File: src/rtl/shredder_feeder.sv
// Frame-buffered row feeder for a column array of shredder Life cells.
// Define SHREDDER_FEEDER_WRAP_EN for a toroidal board (borders taken from the opposite edge row).
module shredder_feeder #(
    parameter int unsigned WIDTH  = 8,
    parameter int unsigned HEIGHT = 8
) (
    input  logic                        clk,
    input  logic                        rst,
    input  logic [WIDTH-1:0]            row_in,
    input  logic                        row_valid,
    output logic                        row_ready,
    output logic [WIDTH-1:0]            col_din,
    output logic                        col_rst,
    output logic                        res_valid,
    output logic [$clog2(HEIGHT)-1:0]   res_row,
    output logic                        busy,
    output logic                        frame_done
);

    localparam int unsigned RW = $clog2(HEIGHT);
    localparam int unsigned CW = $clog2(HEIGHT + 3);

    typedef enum logic [2:0] {
        IDLE   = 3'd0,
        LOAD   = 3'd1,
        CLEAR  = 3'd2,
        STREAM = 3'd3,
        DRAIN  = 3'd4
    } state_t;

    state_t            state;
    logic [CW-1:0]     lc;
    logic [CW-1:0]     sc;
    logic [WIDTH-1:0]  buffer [HEIGHT];
    logic [WIDTH-1:0]  top_border;
    logic [WIDTH-1:0]  bottom_border;
    logic [WIDTH-1:0]  col_din_q;
    logic              res_valid_q;
    logic [RW-1:0]     res_row_q;
    logic              frame_done_q;
    logic              accept;
    logic [RW-1:0]     wr_idx;

`ifdef SHREDDER_FEEDER_WRAP_EN
    assign top_border    = buffer[HEIGHT-1];
    assign bottom_border = buffer[0];
`else
    assign top_border    = '0;
    assign bottom_border = '0;
`endif

    assign row_ready = !rst && (state == IDLE || state == LOAD);
    assign busy      = !rst && (state != IDLE);
    assign col_rst   = rst || (state == CLEAR);
    assign accept    = row_valid && row_ready;
    assign wr_idx    = (state == IDLE) ? '0 : RW'(lc);

    // Outputs forced to their idle values while reset is held.
    assign col_din    = rst ? '0 : col_din_q;
    assign res_valid  = !rst && res_valid_q;
    assign res_row    = rst ? '0 : res_row_q;
    assign frame_done = !rst && frame_done_q;

    // Frame buffer: written only on handshake, never cleared.
    always_ff @(posedge clk) begin
        if (accept) begin
            buffer[wr_idx] <= row_in;
        end
    end

    // Sequencer: load rows, clear array, stream bordered rows, drain.
    always_ff @(posedge clk) begin
        if (rst) begin
            state        <= IDLE;
            lc           <= '0;
            sc           <= '0;
            col_din_q    <= '0;
            res_valid_q  <= 1'b0;
            res_row_q    <= '0;
            frame_done_q <= 1'b0;
        end else begin
            col_din_q    <= '0;
            res_valid_q  <= 1'b0;
            res_row_q    <= '0;
            frame_done_q <= 1'b0;
            case (state)
                IDLE: begin
                    if (accept) begin
                        lc    <= CW'(1);
                        state <= LOAD;
                    end
                end
                LOAD: begin
                    if (accept) begin
                        lc <= lc + CW'(1);
                        if (lc == CW'(HEIGHT - 1)) begin
                            state <= CLEAR;
                        end
                    end
                end
                CLEAR: begin
                    sc        <= '0;
                    col_din_q <= top_border;
                    state     <= STREAM;
                end
                STREAM: begin
                    sc <= sc + CW'(1);
                    // Registers hold the value for the following cycle's sc.
                    if (sc < CW'(HEIGHT)) begin
                        col_din_q <= buffer[RW'(sc)];
                    end else if (sc == CW'(HEIGHT)) begin
                        col_din_q <= bottom_border;
                    end
                    if (sc >= CW'(2)) begin
                        res_valid_q <= 1'b1;
                        res_row_q   <= RW'(sc - CW'(2));
                    end
                    if (sc == CW'(HEIGHT + 1)) begin
                        frame_done_q <= 1'b1;
                        state        <= DRAIN;
                    end
                end
                DRAIN: begin
                    state <= IDLE;
                end
                default: begin
                    state <= IDLE;
                end
            endcase
        end
    end

endmodule
File: config.mk
export PLATFORM = sky130hd
export DESIGN_NAME = shredder_feeder
export DESIGN_NICKNAME = d
export VERILOG_FILES = /design/src/rtl/shredder_feeder.sv
export SDC_FILE = /design/constraint.sdc
export NUM_CORES = 1
export LEC_CHECK = 0
export BUFFER_PORTS_ARGS = -buffer_cell sky130_fd_sc_hd__buf_2
export CORE_MARGIN = 2
export CORE_UTILIZATION = 55
export DETAILED_ROUTE_END_ITERATION = 12
export HOLD_SLACK_MARGIN = 0.03
export PLACE_DENSITY = 0.83
export RECOVER_POWER = 100
export SLEW_MARGIN = 20
export SYNTH_ARGS = -nofsm -noshare
export SYNTH_HDL_FRONTEND = slang
export SYNTH_SLANG_ARGS = --single-unit
export TNS_END_PERCENT = 5
File: constraint.sdc
create_clock -name clk -period 5.7 [get_ports clk]
set_input_delay 0.285 -clock clk [delete_from_list [all_inputs] [get_ports clk]]
set_output_delay 0.285 -clock clk [all_outputs]
set_load 0.05 [all_outputs]
==> out/results.txt, run 1 <==
Power per cell area: 311 nW/um2
Unrepaired setup endpoints after global routing: false
Via count: 2009
Largest net degree at the start of global routing: 32
Drt total wl: 6430 um
I/O Buffers: 26
Type of the worst setup path: in2reg
Main flop type after synthesis: edfxtp_1
I/O pins: 27
Syn Inst Count: 236
DR WL/cell: 18.9 um
Rel. slew slack: 18.4%
GP Congestion: 0.779
Hold Path Depth: 3
CTS tree: yes
Clock Path Buffers: 2
Worst skew pair latency: 0.36 ns
Antenna Violating Nets Remaining: 0
Status: completed
DRC Markers: 0
Num CTS Buffers: 9
# Post-CTS Setup Buffers: 0
Crit path time final: 2.57 ns
Fin Setup TNS: 0 ns
Worst Tran Pin Value: 1.22 ns
Tot Pwr: 1220 uW
Slew Limit Fails: 0
Syn Nets: 252
Post-synth ARST share: 0%
Most frequent cells in the layout: edfxtp_1 (64), clkbuf_1 (25), dfxtp_1 (24)
Initial antenna violation count: 0
N_diodes: 0
Clk pin slew, worst setup/hold paths: 0.08 ns
Post-synth top area share: 53.3%
Starting Density: 56.8%
Std-Cell Rows: 29
Total gr overflow: 0
Main area contributors after synthesis: edfxtp_1 (53%), dfxtp_1 (13%), mux4_2 (7.5%), mux2i_1 (2.8%), nor2b_1 (2.4%)
Layout cell share with drive strength beyond 1: 12.5%
CP required: 5.68 ns
Leakage power: 0.00123 uW
Fin util: 61.8%
Max Cap Viol: 0
Critical Path Sink Type: register
Overall routing resource usage: 19.3%
R2R depth: 3
Final HPWL DP: 4350 um
Die Span X: 85 um
Worst R2R Setup Slack: 3.13 ns
Nets@finish: 275
Final period util: 45.1%
CTS sink cnt: 88
CP arrival: 2.55 ns
Hold Crit Class: in2reg
Initial drt markers: 208
Avg Inst Size Synth: 15.3 um2
Register area: 2400 um2
Total core area: 6350 um2
Final hold violation count: 0
Syn-to-layout area delta: 8.74%
H-Tree Depth: 3
EDFF count, synth: 64
Max frequency: 0.389 GHz
Endpoints failing setup: 0
Vias/cell: 5.89
Area leader, netlist: edfxtp_1
DIE AREA: 7230 um2
Most common cell after layout, fill and taps aside: edfxtp_1
Setup Skew: 0.0125 ns
FF+latch count, synth: 88
Layout fillers: 496
Yosys warns: 0
CTS root buffer: clkbuf_8
Distinct cells, synth: 43
Startpoint class of the critical path: input pin
First-pass GRT wire length: 10200 um
Number of global-route vias before repair: 1935
Sequential share of the synthesized area: 66.6%
Worst vdd ir: 0.000199 V
CTS Hold Bufs: 0
Crit-path max FO: 31
1st-pass router iterations: 4
Area of the multi-input gates: 1090 um2
Mapped Area: 3610 um2
CTS resizes: 0
Die Span Y: 85 um
synthesized netlist by cell type (2+ instances only):
cell	count
a21boi_0	2
a21oi_1	8
a22o_1	5
and2_1	3
buf_1	2
buf_2	2
buf_4	2
buf_6	4
clkbuf_1	5
dfxtp_1	24
edfxtp_1	64
ha_1	5
inv_1	3
mux2i_1	10
mux4_2	12
nand2_1	7
nand2b_1	6
nand3_1	4
nand4b_1	2
nor2_1	12
nor2b_1	14
nor3_1	11
o21a_1	4
o21ai_0	3
o22ai_1	2
o32ai_1	3
logic make-up after synthesis:
logic type	Yosys count	share of synthesized area (%)
DFF	88	66.6
and+or+nand+nor	72	12.4
AOI/OAI and AO/OA	30	5.79
muxes	22	10.3
buffers and inverters	18	2.98
adders and majority gates	5	1.73
xor gates and xnor gates	1	0.243
where the power goes:
| group | switching, uW | leakage, uW | total (uW) | internal (uW) |
|---|---|---|---|---|
| Sequential | 6.82 | 0.000772 | 699 | 692 |
| Combinational | 32.2 | 0.000351 | 49.3 | 17.0 |
| Clock | 221 | 0.000107 | 471 | 249 |
| Total | 260 | 0.00123 | 1220 | 958 |
cell type report:
cell class / count / share of cell area, %
Multi-Input combinational cell: 130 / 27.7
Clock buffer: 10 / 3.25
Tap cell: 77 / 2.46
Clock inverter: 6 / 2.30
Timing Repair Buffer: 27 / 2.74
Sequential cell: 88 / 61.2
Inverter: 3 / 0.287
worst paths after layout:
path,startpoint,end
setup / recovery,rst,buffer[6][5]
hold / removal,row_valid,lc[2]
setup reg to reg,state[1],buffer[6][5]
hold reg to reg,lc[1],lc[1]
routing by layer:
layer	global-route usage, %	up-vias	wire, um
li1	-	948	-
met1	26.4	983	2820
met2	29.0	66	3100
met3	5.45	12	362
met4	8.80	0	152
met5	0	-	0
through the flow:
stage                     setup slack [ns]  std cells  cell area [um2]  hold slack (ns)
after global routing                  2.82        341             3920            0.275
after global placement                3.35        325             3750            0.560
after floorplan                       3.69        236             3610            0.384
final                                 3.13        341             3920            0.263
after CTS                             3.27        341             3960            0.197
after detailed placement              3.22        325             3750            0.564
worst max-delay path, stage by stage:
cell and delay [ns]:
clkbuf_1 0.47, nor4b_1 0.64, nand2_1 0.22, nor3_1 0.93
sequential cells by signal, indices dropped and copies added (netlist names):
name	cells
sc	4
res_valid_q	1
frame_done_q	1
state	3
col_din_q	8
lc	4
buffer	64
res_row_q	3
(Power assumes the default switching activity.)
==> run 2, diff against run 1 <==
==> constraint.sdc (replaced) <==
create_clock -name clk -period 2.7 [get_ports clk]
set_input_delay 0.135 -clock clk [delete_from_list [all_inputs] [get_ports clk]]
set_output_delay 0.135 -clock clk [all_outputs]
set_load 0.05 [all_outputs]
==> out/results.txt, run 2 (synthesis results as in run 1) <==
DIE AREA: 7230 um2 (unchanged)
Die Span X: 85 um (unchanged)
CP arrival: 2.24 ns (-0.31 ns)
R2R depth: 4 (+1)
Layout fillers: 464 (-6.5%)
Leakage power: 0.00125 uW (+1.2%)
Crit path time final: 2.25 ns
Die Span Y: 85 um (unchanged)
Largest net degree at the start of global routing: 32 (unchanged)
Final hold violation count: 0 (unchanged)
Cell Chain, Critical Path: nor4b_1 > nand2_1 > nor3_1 > clkbuf_1
Most frequent cells in the layout: edfxtp_1 (64), clkbuf_1 (27), dfxtp_1 (24)
CP max-delay cell: nor4b_1
Drt total wl: 6290 um (-2.2%)
Type of the worst setup path: reg2reg
Via count: 2018 (+0.45%)
CTS Hold Bufs: 0 (unchanged)
H-Tree Depth: 3 (unchanged)
# Post-CTS Setup Buffers: 0 (unchanged)
Biggest registers after layout: buffer: 64 flops, col_din_q: 8 flops
Initial drt markers: 170 (-18%)
Max Cap Viol: 0 (unchanged)
CTS sink cnt: 88 (unchanged)
Layout cell share with drive strength beyond 1: 13.4% (+0.88 points)
Total core area: 6350 um2 (unchanged)
Endpoints failing setup: 0 (unchanged)
Initial antenna violation count: 0 (unchanged)
Final HPWL DP: 4310 um (-0.94%)
Max frequency: 0.445 GHz
Fin Setup TNS: 0 ns (unchanged)
Num CTS Buffers: 9 (unchanged)
Std-Cell Rows: 29 (unchanged)
Worst skew pair latency: 0.36 ns (about the same)
Total gr overflow: 0 (unchanged)
I/O pins: 27 (unchanged)
Vias/cell: 5.83 (-1.0%)
GP Congestion: 0.809 (+3.9%)
N_diodes: 0 (unchanged)
Starting Density: 56.8% (unchanged)
Setup Skew: 0.0179 ns (+0.00545 ns)
Hold Path Depth: 3 (unchanged)
Worst R2R Setup Slack: 0.45 ns (-2.68 ns)
Nets@finish: 280 (+1.8%)
Startpoint class of the critical path: register
CP required: 2.69 ns (-2.99 ns)
DR WL/cell: 18.2 um (-3.7%)
Most common cell after layout, fill and taps aside: edfxtp_1
I/O Buffers: 26 (unchanged)
Final period util: 83.3%
Status: completed
Rel. slew slack: 48.6% (+30 points)
Fin util: 62.3% (+0.49 points)
Crit-path max FO: 13 (-58%)
CTS resizes: 0 (unchanged)
Max reg flops: 64 (unchanged)
First-pass GRT wire length: 10100 um (-1.3%)
Largest reg by FF count: buffer
Clk pin slew, worst setup/hold paths: 0.10 ns (+0.02 ns)
Hold Path End: lc[2]
WHS: 0.0937 ns (-0.169 ns)
RR Startpoint: state[1]
Worst Tran Pin Value: 0.770 ns (-0.453 ns)
Unrepaired setup endpoints after global routing: false
DRC Markers: 0 (unchanged)
Clock Path Buffers: 2 (unchanged)
CTS root buffer: clkbuf_8
Syn-to-layout area delta: 9.60%
Slew Limit Fails: 0 (unchanged)
R2r endpoint: buffer[4][7]
Critical Path Sink Type: register
Worst path max stage delay: 0.52 ns (-0.41 ns)
Dpl ws: 0.641 ns (-2.58 ns)
CTS tree: yes
Antenna Violating Nets Remaining: 0 (unchanged)
Min-Delay Startpoint: row_valid
Power per cell area: 652 nW/um2 (+110%)
Final setup margin: 0.450 ns (-2.68 ns)
Tot Pwr: 2580 uW (+110%)
Worst vdd ir: 0.000402 V (+100%)
Number of global-route vias before repair: 1963 (+1.4%)
Overall routing resource usage: 18.7% (-0.55 points)
Hold Crit Class: in2reg
1st-pass router iterations: 4 (unchanged)
run 2: metal layers:
metal / wire (um) / track usage [%]
met4: 111 / 7.50
met3: 348 / 4.67
met5: 0 / 0
met2: 3040 / 29.0
met1: 2800 / 25.7
run 2: worst max path at each step:
stage,from,to,slack (ns),cells after the start
after floorplan,state[2],buffer[2][0],0.72,4
after global placement,state[1],buffer[5][2],0.75,3
after detailed placement,state[1],buffer[7][0],0.64,3
after CTS,state[1],buffer[7][6],0.61,3
after global routing,state[1],buffer[4][7],0.24,4
final,state[1],buffer[4][7],0.45,4
run 2: layout make-up:
cell class,instances,area (um2),area share [%]
clock buffer,9,124,3.13
clock inverter,7,101,2.56
inverter,3,11.3,0.285
multi-input combinational,130,1090,27.5
sequential,88,2400,60.7
tap,77,96.3,2.44
timing repair buffer,32,131,3.32
run 2: worst max-delay path, delay by kind of cell, from the launching register on:
family / cells / cell delay (ns)
and+or+nand+nor: 3 / 0.93
buffers and inverters: 1 / 0.47
DFF: 1 / 0.48
run 2: where the power goes:
group          leakage (uW)  internal [uW]  switching (uW)
registers          0.000772           1460            14.6
clock network      0.000112            532             467
logic              0.000361           36.1            67.3
total               0.00125           2030             549
run 2: per-stage QoR:
step                area (um2)  std cells
finish                    3960        346
detailed placement        3780        330
global route              3960        346
global placement          3780        330
CTS                       4010        346
floorplan                 3610        236
